<file path="config.mk">
export PLATFORM = sky130hd
export DESIGN_NAME = digit_scan_ctrl_flat
export DESIGN_NICKNAME = d
export VERILOG_FILES = /design/src/rtl/display_pkg.sv /design/src/rtl/digit_scan_ctrl_if.sv /design/src/rtl/scan_timer.sv /design/src/rtl/digit_scan_ctrl.sv /design/src/flat_wrapper.sv
export SDC_FILE = /design/constraint.sdc
export NUM_CORES = 1
export LEC_CHECK = 0
export ABC_AREA = 1
export BUFFER_PORTS_ARGS = -buffer_cell sky130_fd_sc_hd__buf_4
export CORE_MARGIN = 2
export CORE_UTILIZATION = 60
export CTS_CLUSTER_DIAMETER = 150
export DETAILED_ROUTE_END_ITERATION = 10
export PLACE_DENSITY = 0.79
export SLEW_MARGIN = 25
export SYNTH_ARGS = -nofsm -noshare
export SYNTH_HDL_FRONTEND = slang
export SYNTH_SLANG_ARGS = --single-unit
</file>
<file path="constraint.sdc">
create_clock -name clk_i -period 3.7 [get_ports clk_i]
set_input_delay 0.74 -clock clk_i [delete_from_list [all_inputs] [get_ports clk_i]]
set_output_delay 0.74 -clock clk_i [all_outputs]
set_load 0.01 [all_outputs]
</file>
<file path="src/rtl/display_pkg.sv">
// Shared definitions for the two-digit 7-segment scan driver.
//   state_e     : scan FSM state encoding (display and gap states)
//   AN_*        : active-low anode patterns, An[0] = ones, An[1] = tens
package display_pkg;

   typedef enum logic [1:0] {
      StOnes = 2'd0,
      StGap1 = 2'd1,
      StTens = 2'd2,
      StGap0 = 2'd3
   } state_e;

   localparam logic [1:0] AN_OFF  = 2'b11;
   localparam logic [1:0] AN_ONES = 2'b10;
   localparam logic [1:0] AN_TENS = 2'b01;

endpackage

</file>
<file path="src/rtl/digit_scan_ctrl_if.sv">
// Load/Ready handshake carrying a BCD pair into the scan driver.
//   load  : request to capture tens/ones (accepted only while ready=1)
//   tens  : BCD tens value
//   ones  : BCD ones value
//   ready : 1 = no load pending
// master drives the request side, slave is the scan driver.
interface digit_scan_ctrl_if;

   logic       load;
   logic [3:0] tens;
   logic [3:0] ones;
   logic       ready;

   modport master (
      output load,
      output tens,
      output ones,
      input  ready
   );

   modport slave (
      input  load,
      input  tens,
      input  ones,
      output ready
   );

endinterface

</file>
<file path="src/rtl/scan_timer.sv">
// Cycle counter with synchronous clear and terminal-count compare.
//   clk_i   : clock
//   rst_i   : synchronous active-high reset (counter to 0)
//   clr_i   : synchronous clear, takes priority over counting
//   limit_i : terminal count value compared against the current count
//   tc_o    : 1 while the count equals limit_i
module scan_timer #(
   parameter int unsigned CNT_W = 17
) (
   input  logic             clk_i,
   input  logic             rst_i,
   input  logic             clr_i,
   input  logic [CNT_W-1:0] limit_i,
   output logic             tc_o
);

   logic [CNT_W-1:0] cnt_q, cnt_d;

   always_comb begin
      cnt_d = clr_i ? '0 : cnt_q + 1'b1;
   end

   always_ff @(posedge clk_i) begin
      if (rst_i) begin
         cnt_q <= '0;
      end else begin
         cnt_q <= cnt_d;
      end
   end

   assign tc_o = (cnt_q == limit_i);

endmodule

</file>
<file path="src/rtl/digit_scan_ctrl.sv">
// Time-multiplexing driver for a two-digit 7-segment display.
//   clk_i       : clock
//   rst_i       : synchronous active-high reset
//   enable_i    : 1 = scanning, 0 = display dark (parked in GAP0)
//   blank_lz_i  : 1 = keep tens dark when the held tens digit is 0
//   ld_if       : Load/Ready handshake for the displayed BCD pair
//   held_tens_o : committed tens digit (mux I1)
//   held_ones_o : committed ones digit (mux I0)
//   s0_o        : digit select, 0 = ones, 1 = tens
//   an_o        : active-low anodes, [0] = ones, [1] = tens
// New digits are committed only in gap states, so a lit digit never changes.
module digit_scan_ctrl
   import display_pkg::*;
#(
   parameter int unsigned REFRESH_CYCLES = 100000,
   parameter int unsigned GAP_CYCLES     = 64,
   parameter int unsigned CNT_W          = 17
) (
   input  logic                     clk_i,
   input  logic                     rst_i,
   input  logic                     enable_i,
   input  logic                     blank_lz_i,
   digit_scan_ctrl_if.slave         ld_if,
   output logic [3:0]               held_tens_o,
   output logic [3:0]               held_ones_o,
   output logic                     s0_o,
   output logic [1:0]               an_o
);

   localparam logic [CNT_W-1:0] RefLim = CNT_W'(REFRESH_CYCLES - 1);
   localparam logic [CNT_W-1:0] GapLim = CNT_W'(GAP_CYCLES - 1);

   state_e           state_q, state_d;
   logic             s0_q, s0_d;
   logic [1:0]       an_q, an_d;
   logic             pending_q, pending_d;
   logic [3:0]       pend_tens_q, pend_tens_d;
   logic [3:0]       pend_ones_q, pend_ones_d;
   logic [3:0]       held_tens_q, held_tens_d;
   logic [3:0]       held_ones_q, held_ones_d;
   logic [CNT_W-1:0] limit;
   logic             tc;
   logic             cnt_clr;
   logic             in_gap;

   always_comb begin
      limit = ((state_q == StOnes) || (state_q == StTens)) ? RefLim : GapLim;
   end

   // Counter restarts on every state change and is held at 0 while disabled.
   assign cnt_clr = !enable_i || (state_d != state_q);

   scan_timer #(
      .CNT_W (CNT_W)
   ) u_timer (
      .clk_i   (clk_i),
      .rst_i   (rst_i),
      .clr_i   (cnt_clr),
      .limit_i (limit),
      .tc_o    (tc)
   );

   // Next-state logic.
   always_comb begin
      state_d = state_q;
      if (!enable_i) begin
         state_d = StGap0;
      end else begin
         unique case (state_q)
            StOnes: if (tc) state_d = StGap1;
            StGap1: if (tc) state_d = StTens;
            StTens: if (tc) state_d = StGap0;
            StGap0: if (tc) state_d = StOnes;
            default: state_d = StGap0;
         endcase
      end
   end

   // Handshake and shadow registers; commits only happen in gap states.
   assign in_gap = (state_q == StGap0) || (state_q == StGap1);

   always_comb begin
      pending_d   = pending_q;
      pend_tens_d = pend_tens_q;
      pend_ones_d = pend_ones_q;
      held_tens_d = held_tens_q;
      held_ones_d = held_ones_q;
      if (ld_if.load && !pending_q) begin
         pending_d   = 1'b1;
         pend_tens_d = ld_if.tens;
         pend_ones_d = ld_if.ones;
      end else if (pending_q && in_gap) begin
         pending_d   = 1'b0;
         held_tens_d = pend_tens_q;
         held_ones_d = pend_ones_q;
      end
   end

   // Outputs are registered alongside the state, so decode from state_d.
   // held_tens_d covers a commit on the same edge that enters TENS.
   always_comb begin
      s0_d = (state_d == StGap1) || (state_d == StTens);
      an_d = AN_OFF;
      unique case (state_d)
         StOnes:  an_d = AN_ONES;
         StTens:  an_d = (blank_lz_i && (held_tens_d == 4'd0)) ? AN_OFF : AN_TENS;
         default: an_d = AN_OFF;
      endcase
   end

   always_ff @(posedge clk_i) begin
      if (rst_i) begin
         state_q     <= StGap0;
         s0_q        <= 1'b0;
         an_q        <= AN_OFF;
         pending_q   <= 1'b0;
         pend_tens_q <= 4'd0;
         pend_ones_q <= 4'd0;
         held_tens_q <= 4'd0;
         held_ones_q <= 4'd0;
      end else begin
         state_q     <= state_d;
         s0_q        <= s0_d;
         an_q        <= an_d;
         pending_q   <= pending_d;
         pend_tens_q <= pend_tens_d;
         pend_ones_q <= pend_ones_d;
         held_tens_q <= held_tens_d;
         held_ones_q <= held_ones_d;
      end
   end

   assign ld_if.ready = !pending_q;
   assign held_tens_o = held_tens_q;
   assign held_ones_o = held_ones_q;
   assign s0_o        = s0_q;
   assign an_o        = an_q;

endmodule

</file>
<file path="src/flat_wrapper.sv">
// flat-port wrapper written by rule: the top's interface ports become plain ports
module digit_scan_ctrl_flat import display_pkg::*;
#(
   parameter int unsigned REFRESH_CYCLES = 100000,
   parameter int unsigned GAP_CYCLES     = 64,
   parameter int unsigned CNT_W          = 17
)
  (clk_i, rst_i, enable_i, blank_lz_i, held_tens_o, held_ones_o, s0_o, an_o, ld_if_load, ld_if_tens, ld_if_ones, ld_if_ready);
  digit_scan_ctrl_if ld_if_i ();
  input  logic clk_i;
  input  logic rst_i;
  input  logic enable_i;
  input  logic blank_lz_i;
  output logic [3:0] held_tens_o;
  output logic [3:0] held_ones_o;
  output logic s0_o;
  output logic [1:0] an_o;
  input wire logic [$bits(ld_if_i.load)-1:0] ld_if_load;
  input wire logic [$bits(ld_if_i.tens)-1:0] ld_if_tens;
  input wire logic [$bits(ld_if_i.ones)-1:0] ld_if_ones;
  output wire logic [$bits(ld_if_i.ready)-1:0] ld_if_ready;
  assign ld_if_i.load = ld_if_load;
  assign ld_if_i.tens = ld_if_tens;
  assign ld_if_i.ones = ld_if_ones;
  assign ld_if_ready = ld_if_i.ready;
  digit_scan_ctrl #(.REFRESH_CYCLES(REFRESH_CYCLES), .GAP_CYCLES(GAP_CYCLES), .CNT_W(CNT_W)) u_core (.clk_i(clk_i), .rst_i(rst_i), .enable_i(enable_i), .blank_lz_i(blank_lz_i), .ld_if(ld_if_i), .held_tens_o(held_tens_o), .held_ones_o(held_ones_o), .s0_o(s0_o), .an_o(an_o));
endmodule
</file>
==> qor.log, run 1 <==
[worst_setup_path] endpoint of the most critical register-to-register path u_core.an_o[1]$_SDFF_PP1_
[clock_network] clock latency reported for the late side of the worst-skew pair 340 ps
[logic_synthesis] YS warnings 0
[worst_setup_path] Worst path most repeated cell nand2_1
[die] area of the die 3440 um2
[die] standard-cell rows 19
[logic_synthesis] share of the yosys chip area belonging to registers 43.6%
[worst_setup_path] kind of launch point of the worst setup path flop
[worst_setup_path] delay contributed by the slowest stage of the critical path 420 ps
[worst_setup_path] Setup crit end kind flop
[hold_path] Hold WC Path Type flop to flop
[logic_synthesis] share of synthesized registers carrying an async set or reset 0%
[job] Max-cap violations 0
[timing] Worst Skew 5.12 ps
[timing] setup slack of the critical path after layout 1790 ps
[timing] Relative slew margins 71.0%
[worst_setup_path] worst reg2reg startpoint u_core.u_timer.cnt_q[0]$_SDFF_PP0_
[logic_synthesis] most area-consuming cells after synthesis dfxtp_1, nor2_1, nand2_1
[die] number of I/O pins 25
[timing] final period utilization 51.6%
[timing] final setup vio count 0
[clock_network] clock slew seen by the registers of the worst setup and hold paths 120 ps
[routing] via-per-instance ratio 4.92
[final_layout] fill count 260
[clock_network] CTS Buffer Depth 2
[logic_synthesis] Primary FF master, synth dfxtp_1
[clock_network] quantity of gates resized following cts 0
[power] static leakage 0.896 nW
[logic_synthesis] Post-Synthesis Cells 230
[global_routing] maximum number of pins on one net before global-route repair 18
[global_routing] vias in the first global route 1291
[worst_setup_path] Worst Reg-to-Reg Cells 14
[global_routing] total routing resource utilization after global routing 21.9%
[die] Die Span X 58.6 um
[logic_synthesis] post-synth top area cell dfxtp_1
[final_layout] count of antenna diodes in the layout 0
[routing] count of vias placed by the detailed router 1433
[worst_setup_path] worst endpoint required time 3990 ps
[placed_design] Cell Count Post-Placement 283
[global_routing] initial antenna violation count 0
[die] die height 58.6 um
[routing] Final ANT Viol Nets 0
[final_layout] net count of the finished layout 276
[status] failing checks design-rule violations
[timing] Hold Violations, Final 0
[worst_setup_path] worst path bufs/invs 1
[hold_path] worst hold stages 2
[routing] drt wl/cell 11.3 um
[clock_network] clock tree from TritonCTS yes
[logic_synthesis] Post-Syn Area 1790 um2
[final_layout] post-route non-filler standard cell count 291
[die] initial core utilization 63.8%
[timing] unrepaired setup endpoints after global routing no
[placed_design] DPL Wire Length 2380 um
[placed_design] pre-CTS WS 1820 ps
[clock_network] buffer cell driving the clock tree root clkbuf_4
[logic_synthesis] syn avg cell area 7.78 um2
[clock_network] number of buffers created by CTS 5
[timing] Max Freq 524 MHz
[final_layout] Area Growth Syn to Fin 13.9%
[worst_setup_path] crit path cell chain ha_1 > nand2_1 > nor2_1 > nand3_2 > nor2_4 > nand2_1 > nand2_1 > nand2_1 > inv_1 > ha_1 > nand3_1 > nor2_1 > nor2_1 > nand3_1
[final_layout] fraction of final layout cells with drive strength greater than 1 18.8%
[logic_synthesis] Post-synth EDFFs 0
[logic_synthesis] fraction of post-synthesis cell area in the top cell type by area 43.6%
[power] maximum vdd drop 285 uV
[hold_path] destination of the worst hold path u_core.pend_ones_q[3]$_SDFFE_PP0P_
[placed_design] placer's final routability congestion estimate 0.860
[global_routing] global-route wire length before repair 5670 um
[global_routing] overall overflow remaining after global route 0
[status] outcome finished, violations left
[power] total power divided by cell area 353 nW/um2
[timing] minimum clock period after layout 1910 ps
[hold_path] beginning of the worst hold path u_core.pend_ones_q[3]$_SDFFE_PP0P_
[routing] number of remaining DRC errors 2
[worst_setup_path] worst-path fanout max 5
[timing] final-report max-slew violation count 0
[final_layout] Util after Layout 72.7%
[logic_synthesis] library cell with the highest instance count after synthesis nor2_1
[routing] overall routed net length 3290 um
[worst_setup_path] Setup crit start u_core.u_timer.cnt_q[0]$_SDFF_PP0_
[worst_setup_path] critical path data arrival time 2200 ps
[timing] setup TNS 0 ps
[placed_design] port bufs 24
[timing] slew at the pin closest to its max-slew limit 435 ps
[logic_synthesis] commonest cells in the netlist nor2_1, dfxtp_1, nand2_1
[clock_network] H-tree lvl count 2
[die] Core Footprint 2810 um2
[worst_setup_path] cell with the largest stage delay on the worst path dfxtp_1
[worst_setup_path] setup slack of the worst register-to-register path 1790 ps
[logic_synthesis] #FFs+latches synth 39
[logic_synthesis] number of nets in the synthesized netlist 247
[clock_network] number of setup buffers added after CTS 0
[worst_setup_path] crit-path leading delay family simple AND/OR/NAND/NOR gates
[clock_network] hold_buf cts 0
[logic_synthesis] count of different cell masters after synthesis 21
[clock_network] Sink Count 39
[worst_setup_path] CP Class flop to flop
[routing] first-pass iteration count of the detailed router 8
[timing] worst hold slack after final layout 490 ps
[routing] initial drt markers 37
power breakdown:
group          switching, mW  total, mW  internal (mW)  leakage [nW]
clock network          0.139      0.212         0.0734        0.0282
registers            0.00717      0.441          0.434         0.318
logic                 0.0376     0.0665         0.0289         0.550
placed cells by master (no fill, tap or decap), drive strengths merged:
cell type and instances:
nor2 68, a21oi 1, dfxtp 39, nor3 2, clkinv 1, xnor2 3
o21ai 13, nand4 2, ha 4, mux2i 4, clkbuf 6, buf 24
xor2 11, nand3 15, nor4 1, nand2 35, inv 30, clkinvlp 1
registers in the layout (all words and copies together) (netlist names):
name,flops
u_core.state_q,2
u_core.pending_q,1
u_core.pend_tens_q,4
u_core.u_timer.cnt_q,17
u_core.s0_o,1
u_core.held_ones_o,4
u_core.an_o,2
u_core.held_tens_o,4
u_core.pend_ones_q,4
per-stage QoR:
step	cell area, um2	power (mW)
2_1_floorplan	1790	0.492
6_report	2040	0.720
3_5_place_dp	1990	0.518
5_1_grt	2040	0.754
4_1_cts	2040	0.728
3_3_place_gp	1990	0.517
area by class of cell:
type                       instances  area, um2  share of cell area, %
multi-input combinational        159        873                   42.8
sequential                        39        781                   38.3
timing repair buffer              24        180                   8.83
inverter                          30        113                   5.52
clock buffer                       6       41.3                   2.02
tap                               31       38.8                   1.90
clock inverter                     2       12.5                  0.613
tightest hold or removal path, cell delays in order, from the launching register on:
cell     delay (ps)
dfxtp_1         340
nor2_1           50
nor2_1           80
logic make-up after synthesis:
kind of cell	Yosys count	share of synthesized area, %
and+or+nand+nor	123	33.0
DFF	39	43.6
buffers and inverters	32	7.62
AOI/OAI and AO/OA	14	3.91
xor gates and xnor gates	14	6.85
muxes	4	2.24
adders and majority gates	4	2.80
metal layers:
metal	wire length (um)	track usage, %
met1	1620	30.1
met2	1480	33.9
met3	137	5.93
met4	51	6.82
met5	0	0
how the worst max path moves through the flow:
stage | endpoint | cells after the start | slack [ps]
floorplan | u_core.an_o[1]$_SDFF_PP1_ | 13 | 1980
finish | u_core.an_o[1]$_SDFF_PP1_ | 14 | 1790
detailed placement | u_core.an_o[1]$_SDFF_PP1_ | 13 | 1820
global route | u_core.an_o[1]$_SDFF_PP1_ | 13 | 1540
global placement | u_core.an_o[1]$_SDFF_PP1_ | 13 | 1920
CTS | u_core.an_o[1]$_SDFF_PP1_ | 14 | 1800
No activity file was read; power rests on OpenSTA's default activity.
==> run 2: changes to the inputs <==
CORE_UTILIZATION = 56   (was 60)
PLACE_DENSITY = 0.74   (was 0.79)
clock period = 1.8 ns   (was 3.7 ns; I/O delays follow)
==> run 2 against run 1 <==
  * The run now ends clean
  * Wire length grew 1.3%
  * Worst setup slack got worse by 1700 ps
  * Flip-flop and latch count unchanged
  * Register-to-register slack got worse by 1700 ps
  * Worst hold slack worse by 290 ps
  * Sequential share of layout area shrank 2.2 points
  * Final cell count grew 6.5%
  * Utilization shrank 0.98 points
  * Critical endpoint unchanged
  * Cell area is 7.4% higher
  * First-iteration DRC count increased by 81%
  * Clock power up 110%
  * Die area increased by 6.7%
==> qor.log, run 2 (synthesized netlist as in run 1, its figures left out) <==
[global_routing] overall overflow remaining after global route 0 [unchanged]
[final_layout] Seq. cell area 791 um2 [+1.3%]
[worst_setup_path] Setup crit end kind flop
[timing] final setup vio count 0 [unchanged]
[worst_setup_path] setup slack of the worst register-to-register path 80 ps [-1710 ps]
[clock_network] number of buffers created by CTS 5 [unchanged]
[clock_network] CTS Buffer Depth 2 [unchanged]
[timing] final period utilization 95.8% [+44 points]
[status] outcome finished, final reports clean
[final_layout] flip-flop count of the largest register, all copies and words added 17 [unchanged]
[hold_path] beginning of the worst hold path rst_i
[timing] unrepaired setup endpoints after global routing yes
[power] cell-internal power 1.11 mW [+110%]
[timing] minimum clock period after layout 1720 ps [-185 ps]
[power] Final Power 1.50 mW [+110%]
[timing] Relative slew margins 71.9% [+0.93 points]
[final_layout] post-route non-filler standard cell count 310 [+6.5%]
[die] number of I/O pins 25 [unchanged]
[timing] Max Freq 580 MHz [+11%]
[global_routing] total routing resource utilization after global routing 20.2% [-1.7 points]
[power] part of the power in registers 60.6% [-0.7 points]
[final_layout] Design Area, Final 2190 um2 [+7.4%]
[worst_setup_path] endpoint of the most critical register-to-register path u_core.an_o[1]$_SDFF_PP1_
[routing] via-per-instance ratio 4.81 [-2.4%]
[worst_setup_path] critical path data arrival time 1950 ps [-250 ps]
[timing] slew at the pin closest to its max-slew limit 421 ps [-13.9 ps]
[global_routing] initial antenna violation count 0 [unchanged]
[placed_design] port bufs 24 [unchanged]
[worst_setup_path] worst endpoint required time 2030 ps [-1960 ps]
[global_routing] maximum number of pins on one net before global-route repair 18 [unchanged]
[routing] drt wl/cell 10.8 um [-4.9%]
[power] maximum vdd drop 536 uV [+88%]
[global_routing] global-route wire length before repair 5410 um [-4.6%]
[hold_path] destination of the worst hold path u_core.s0_o$_SDFF_PP0_
[routing] first-pass iteration count of the detailed router 6 [-2]
[die] area of the die 3670 um2 [+6.7%]
[placed_design] Cell Count Post-Placement 300 [+6.0%]
[routing] Final ANT Viol Nets 0 [unchanged]
[final_layout] Area Growth Syn to Fin 22.3%
[worst_setup_path] kind of launch point of the worst setup path flop
[timing] Hold Violations, Final 0 [unchanged]
[power] total power divided by cell area 684 nW/um2 [+94%]
[placed_design] DPL Wire Length 2470 um [+3.7%]
[clock_network] Sink Count 39 [unchanged]
[final_layout] multi-input combinational cell area 927 um2 [+6.2%]
[final_layout] net count of the finished layout 282 [+2.2%]
[power] part of the total power dissipated in combinational logic 10.3% [+1.1 points]
[final_layout] most common cell after layout, fill and taps aside nor2_1
[die] standard-cell rows 20 [+1]
[clock_network] H-tree lvl count 2 [unchanged]
[final_layout] fraction of final layout cells with drive strength greater than 1 27.8% [+9.0 points]
[final_layout] commonest cells after routing, fill and taps aside nor2_1, nand2_1, dfxtp_1
[clock_network] clock latency reported for the late side of the worst-skew pair 350 ps [about the same]
[timing] final-report max-slew violation count 0 [unchanged]
[worst_setup_path] CP Class flop to flop
[hold_path] worst hold stages 2 [unchanged]
[clock_network] buffer cell driving the clock tree root clkbuf_4
[power] power spent charging and discharging nets 383 uW [+110%]
[worst_setup_path] Worst Reg-to-Reg Cells 13 [-1]
[placed_design] pre-CTS WS 6.03 ps [-1820 ps]
[routing] count of vias placed by the detailed router 1490 [+4.0%]
[final_layout] count of antenna diodes in the layout 0 [unchanged]
[clock_network] hold_buf cts 0 [unchanged]
[final_layout] Reg with most FFs u_core.u_timer.cnt_q
[clock_network] clock tree from TritonCTS yes
[hold_path] Hold WC Path Type primary input to flop
[job] Max-cap violations 0 [unchanged]
[timing] setup slack of the critical path after layout 75.5 ps [-1710 ps]
[power] static leakage 0.942 nW [+5.1%]
[die] die height 60.5 um [+3.3%]
[timing] Worst Skew 3.91 ps [-1.21 ps]
[placed_design] placed instance area 2060 um2 [+3.6%]
[placed_design] placer's final routability congestion estimate 0.811 [-5.7%]
[die] Core Footprint 3050 um2 [+8.8%]
[die] initial core utilization 58.6% [-5.2 points]
[die] Die Span X 60.5 um [+3.3%]
[clock_network] clock slew seen by the registers of the worst setup and hold paths 110 ps [about the same]
[global_routing] vias in the first global route 1341 [+3.9%]
[routing] overall routed net length 3330 um [+1.3%]
[power] share of total power in the clock network 29.1% [-0.3 points]
[routing] number of remaining DRC errors 0 [-2]
[routing] initial drt markers 67 [+81%]
[power] Sw Share 25.6% [+0.13 points]
[final_layout] fill count 274 [+5.4%]
[worst_setup_path] worst reg2reg startpoint u_core.u_timer.cnt_q[1]$_SDFF_PP0_
[worst_setup_path] worst-path fanout max 3 [-2]
run 2: cell types whose count changed in the layout (fill, tap and decap cells not counted), sizes merged:
cell and delta:
buf +6
run 2: power groups by stage:
| stage | logic, mW | clock network [mW] | registers (mW) |
|---|---|---|---|
| floorplan | 0.0806 | 0 | 0.930 |
| global placement | 0.149 | 0 | 0.926 |
| detailed placement | 0.152 | 0 | 0.927 |
| CTS | 0.152 | 0.446 | 0.907 |
| global route | 0.173 | 0.491 | 0.912 |
| finish | 0.154 | 0.436 | 0.908 |
run 2: how the worst max path moves through the flow:
stage | from | to | slack (ps) | depth (start not counted)
2_1_floorplan | u_core.u_timer.cnt_q[0]$_SDFF_PP0_ | u_core.an_o[1]$_SDFF_PP1_ | 80 | 13
4_1_cts | u_core.u_timer.cnt_q[1]$_SDFF_PP0_ | u_core.an_o[1]$_SDFF_PP1_ | 2 | 13
5_1_grt | u_core.u_timer.cnt_q[10]$_SDFF_PP0_ | u_core.an_o[1]$_SDFF_PP1_ | -30 | 14
3_3_place_gp | u_core.u_timer.cnt_q[0]$_SDFF_PP0_ | u_core.an_o[1]$_SDFF_PP1_ | 80 | 13
3_5_place_dp | u_core.u_timer.cnt_q[0]$_SDFF_PP0_ | u_core.an_o[1]$_SDFF_PP1_ | 6 | 13
6_report | u_core.u_timer.cnt_q[1]$_SDFF_PP0_ | u_core.an_o[1]$_SDFF_PP1_ | 80 | 13
run 2: per-stage QoR:
step           hold WS (ps)  utilization (%)  TNS, ps
6_report                201             71.7        0
5_1_grt                 190             71.7    -27.3
4_1_cts                 205             69.2        0
3_5_place_dp            471             67.4        0
3_3_place_gp            457             67.4        0
2_1_floorplan           427                -        0
run 2: worst max-delay path: stages (launching register included):
cell and delay (ps):
dfxtp_2 370, ha_4 150, nand2_2 50, nor2_2 90
nand3_2 80, nor2_4 110, nand3_2 80, nand2_1 90
nand3_2 100, ha_4 180, nand3_2 70, nor2_2 40
nor2_1 110, nand3_1 80
run 2: layout make-up:
cell class                      instances  share of cell area, %
Clock inverter                          2                  0.571
Multi-Input combinational cell        159                   42.3
Tap cell                               44                   2.51
Clock buffer                            6                   1.89
Sequential cell                        39                   36.1
Inverter                               30                   5.14
Timing Repair Buffer                   30                   11.4
run 2: layer usage:
metal,wire length (um),vias to the layer above,global-route usage [%]
li1,-,777,-
met1,1610,681,25.7
met2,1550,27,31.7
met3,126,5,5.12
met4,53,0,10.9
met5,0,-,0
run 2: what timing repair did:
item,4_1_cts,5_1_grt
setup endpoints to repair,1,5
hold endpoints to repair,0,0
pin swaps,0,8
setup buffers,0,2
gates resized for setup,1,20
==> run 3: changes to the inputs <==
PLACE_DENSITY = 0.86   (was 0.74)
==> run 3 against run 2 <==
  * Power rose by 0.47%
  * Die area did not move
  * Non-clock buffer count fell by 1
  * Fmax rose by 1.8%
  * Wire length rose by 0.48%
  * Combinational power barely moved
  * First-iteration DRC count fell by 30%
  * Global-route usage fell by 0.46 points
  * Critical endpoint unchanged
  * Highest routed layer unchanged
==> qor.log, run 3 (synthesized netlist as in run 1, its figures left out) <==
[status] outcome finished, final reports clean
[clock_network] number of buffers created by CTS 5 [unchanged]
[routing] via-per-instance ratio 4.70 [-2.2%]
[global_routing] vias in the first global route 1354 [+0.97%]
[placed_design] port bufs 24 [unchanged]
[timing] setup slack of the critical path after layout 105 ps [+29.7 ps]
[worst_setup_path] Setup crit end kind flop
[hold_path] Hold WC Path Type primary input to flop
[worst_setup_path] endpoint of the most critical register-to-register path u_core.an_o[1]$_SDFF_PP1_
[timing] Relative slew margins 71.3% [-0.59 points]
[timing] worst hold slack after final layout 210 ps [+9.44 ps]
[timing] slew at the pin closest to its max-slew limit 430 ps [+8.81 ps]
[final_layout] most common cell after layout, fill and taps aside nor2_1
[global_routing] maximum number of pins on one net before global-route repair 18 [unchanged]
[worst_setup_path] setup slack of the worst register-to-register path 110 ps [+30 ps]
[timing] final-report max-slew violation count 0 [unchanged]
[global_routing] global-route wire length before repair 5420 um [+0.13%]
[global_routing] total routing resource utilization after global routing 19.8% [-0.46 points]
[final_layout] Design Area, Final 2150 um2 [-1.7%]
[timing] final setup vio count 0 [unchanged]
[die] standard-cell rows 20 [unchanged]
[die] Die Span X 60.5 um [unchanged]
[clock_network] hold_buf cts 0 [unchanged]
[final_layout] flip-flop count of the largest register, all copies and words added 17 [unchanged]
[die] number of I/O pins 25 [unchanged]
[global_routing] initial antenna violation count 0 [unchanged]
[clock_network] buffer cell driving the clock tree root clkbuf_4
[worst_setup_path] kind of launch point of the worst setup path flop
[worst_setup_path] crit-path leading delay family simple AND/OR/NAND/NOR gates
[power] maximum vdd drop 565 uV [+5.4%]
[final_layout] Reg with most FFs u_core.u_timer.cnt_q
[placed_design] placed instance area 2060 um2 [unchanged]
[clock_network] clock latency reported for the late side of the worst-skew pair 340 ps [about the same]
[final_layout] count of antenna diodes in the layout 0 [unchanged]
[hold_path] worst hold stages 2 [unchanged]
[routing] count of vias placed by the detailed router 1453 [-2.5%]
[hold_path] destination of the worst hold path u_core.s0_o$_SDFF_PP0_
[clock_network] Sink Count 39 [unchanged]
[routing] drt wl/cell 10.8 um [+0.81%]
[global_routing] overall overflow remaining after global route 0 [unchanged]
[final_layout] Area Growth Syn to Fin 20.2%
[hold_path] beginning of the worst hold path rst_i
[placed_design] DPL Wire Length 2470 um [about the same]
[clock_network] clock slew seen by the registers of the worst setup and hold paths 130 ps [+20 ps]
[job] Max-cap violations 0 [unchanged]
[clock_network] CTS Buffer Depth 2 [unchanged]
[worst_setup_path] CP Class flop to flop
[worst_setup_path] worst reg2reg startpoint u_core.u_timer.cnt_q[0]$_SDFF_PP0_
[clock_network] H-tree lvl count 2 [unchanged]
[worst_setup_path] critical path data arrival time 1910 ps [-40 ps]
[die] Core Footprint 3050 um2 [unchanged]
[final_layout] fraction of final layout cells with drive strength greater than 1 24.9% [-2.9 points]
[worst_setup_path] crit path cell chain ha_4 > inv_1 > nor2_2 > nand3_1 > nand2_1 > nand2_1 > nand2_1 > inv_2 > ha_1 > nand3_1 > nor2_1 > nor2_1 > nand3_1
[placed_design] placer's final routability congestion estimate 0.838 [+3.3%]
[routing] number of remaining DRC errors 0 [unchanged]
[power] total power divided by cell area 699 nW/um2 [+2.2%]
[worst_setup_path] worst endpoint required time 2010 ps [-20 ps]
[timing] setup TNS 0 ps [unchanged]
[die] die height 60.5 um [unchanged]
[timing] Worst Skew 12.8 ps [+8.85 ps]
[die] area of the die 3670 um2 [unchanged]
[timing] final period utilization 94.2% [-1.6 points]
[final_layout] net count of the finished layout 281 [-0.35%]
[timing] Hold Violations, Final 0 [unchanged]
[routing] overall routed net length 3350 um [+0.48%]
[worst_setup_path] Worst Reg-to-Reg Cells 13 [unchanged]
[routing] initial drt markers 47 [-30%]
[power] static leakage 0.932 nW [-0.99%]
[routing] Final ANT Viol Nets 0 [unchanged]
[worst_setup_path] worst path bufs/invs 2 [+2]
[worst_setup_path] worst-path fanout max 5 [+2]
[final_layout] commonest cells after routing, fill and taps aside nor2_1, nand2_1, dfxtp_1
[worst_setup_path] cell with the largest stage delay on the worst path dfxtp_2
[timing] minimum clock period after layout 1690 ps [-29.7 ps]
[clock_network] clock tree from TritonCTS yes
[placed_design] pre-CTS WS 46.5 ps [+40.5 ps]
[timing] Max Freq 590 MHz [+1.8%]
[power] Final Power 1.50 mW [+0.47%]
[routing] first-pass iteration count of the detailed router 5 [-1]
[die] initial core utilization 58.6% [unchanged]
[worst_setup_path] delay contributed by the slowest stage of the critical path 380 ps [about the same]
[run 3: repair_timing]
action | 4_1_cts | 5_1_grt
buffers inserted | 0 | 1
gates resized for setup | 0 | 12
setup endpoints to repair | 0 | 3
[run 3: how the worst max path moves through the flow]
stage | start | end | slack [ps] | cells past startpoint
5_1_grt | u_core.u_timer.cnt_q[0]$_SDFF_PP0_ | u_core.an_o[1]$_SDFF_PP1_ | -20 | 13
4_1_cts | u_core.u_timer.cnt_q[0]$_SDFF_PP0_ | u_core.an_o[1]$_SDFF_PP1_ | 20 | 13
3_3_place_gp | u_core.u_timer.cnt_q[0]$_SDFF_PP0_ | u_core.an_o[1]$_SDFF_PP1_ | 90 | 13
6_report | u_core.u_timer.cnt_q[0]$_SDFF_PP0_ | u_core.an_o[1]$_SDFF_PP1_ | 110 | 13
2_1_floorplan | u_core.u_timer.cnt_q[0]$_SDFF_PP0_ | u_core.an_o[1]$_SDFF_PP1_ | 80 | 13
3_5_place_dp | u_core.u_timer.cnt_q[0]$_SDFF_PP0_ | u_core.an_o[1]$_SDFF_PP1_ | 50 | 13
[run 3: area by class of cell]
| class | count | area, um2 |
|---|---|---|
| clock buffer | 5 | 37.5 |
| multi-input combinational | 159 | 895 |
| sequential | 39 | 790 |
| tap | 44 | 55.1 |
| inverter | 30 | 113 |
| timing repair buffer | 29 | 243 |
| clock inverter | 3 | 20.0 |
| fill | 262 | 901 |
[run 3: through the flow]
step           utilization (%)  instances
2_1_floorplan                -        230
3_3_place_gp              67.4        300
3_5_place_dp              67.4        300
4_1_cts                   69.3        308
5_1_grt                   70.5        309
6_report                  70.5        309
[run 3: where the power goes]
part | switching [mW] | leakage, nW | total (mW) | internal [mW]
combinational | 0.0825 | 0.584 | 0.155 | 0.0729
clock | 0.292 | 0.0272 | 0.441 | 0.149
sequential | 0.0157 | 0.321 | 0.909 | 0.893
[run 3: layer usage]
metal | part of all wire, % | global-route usage, %
met4 | 1.3 | 7.45
met1 | 46 | 23.8
met3 | 3.6 | 4.48
met5 | 0 | 0
met2 | 49 | 34.5
[run 3: worst register-to-register path, delay by kind of cell (launching register included)]
| family | cells | cell delay (ps) |
|---|---|---|
| DFF | 1 | 380 |
| and+or+nand+nor | 9 | 730 |
| adders and majority gates | 2 | 340 |
| buffers and inverters | 2 | 120 |
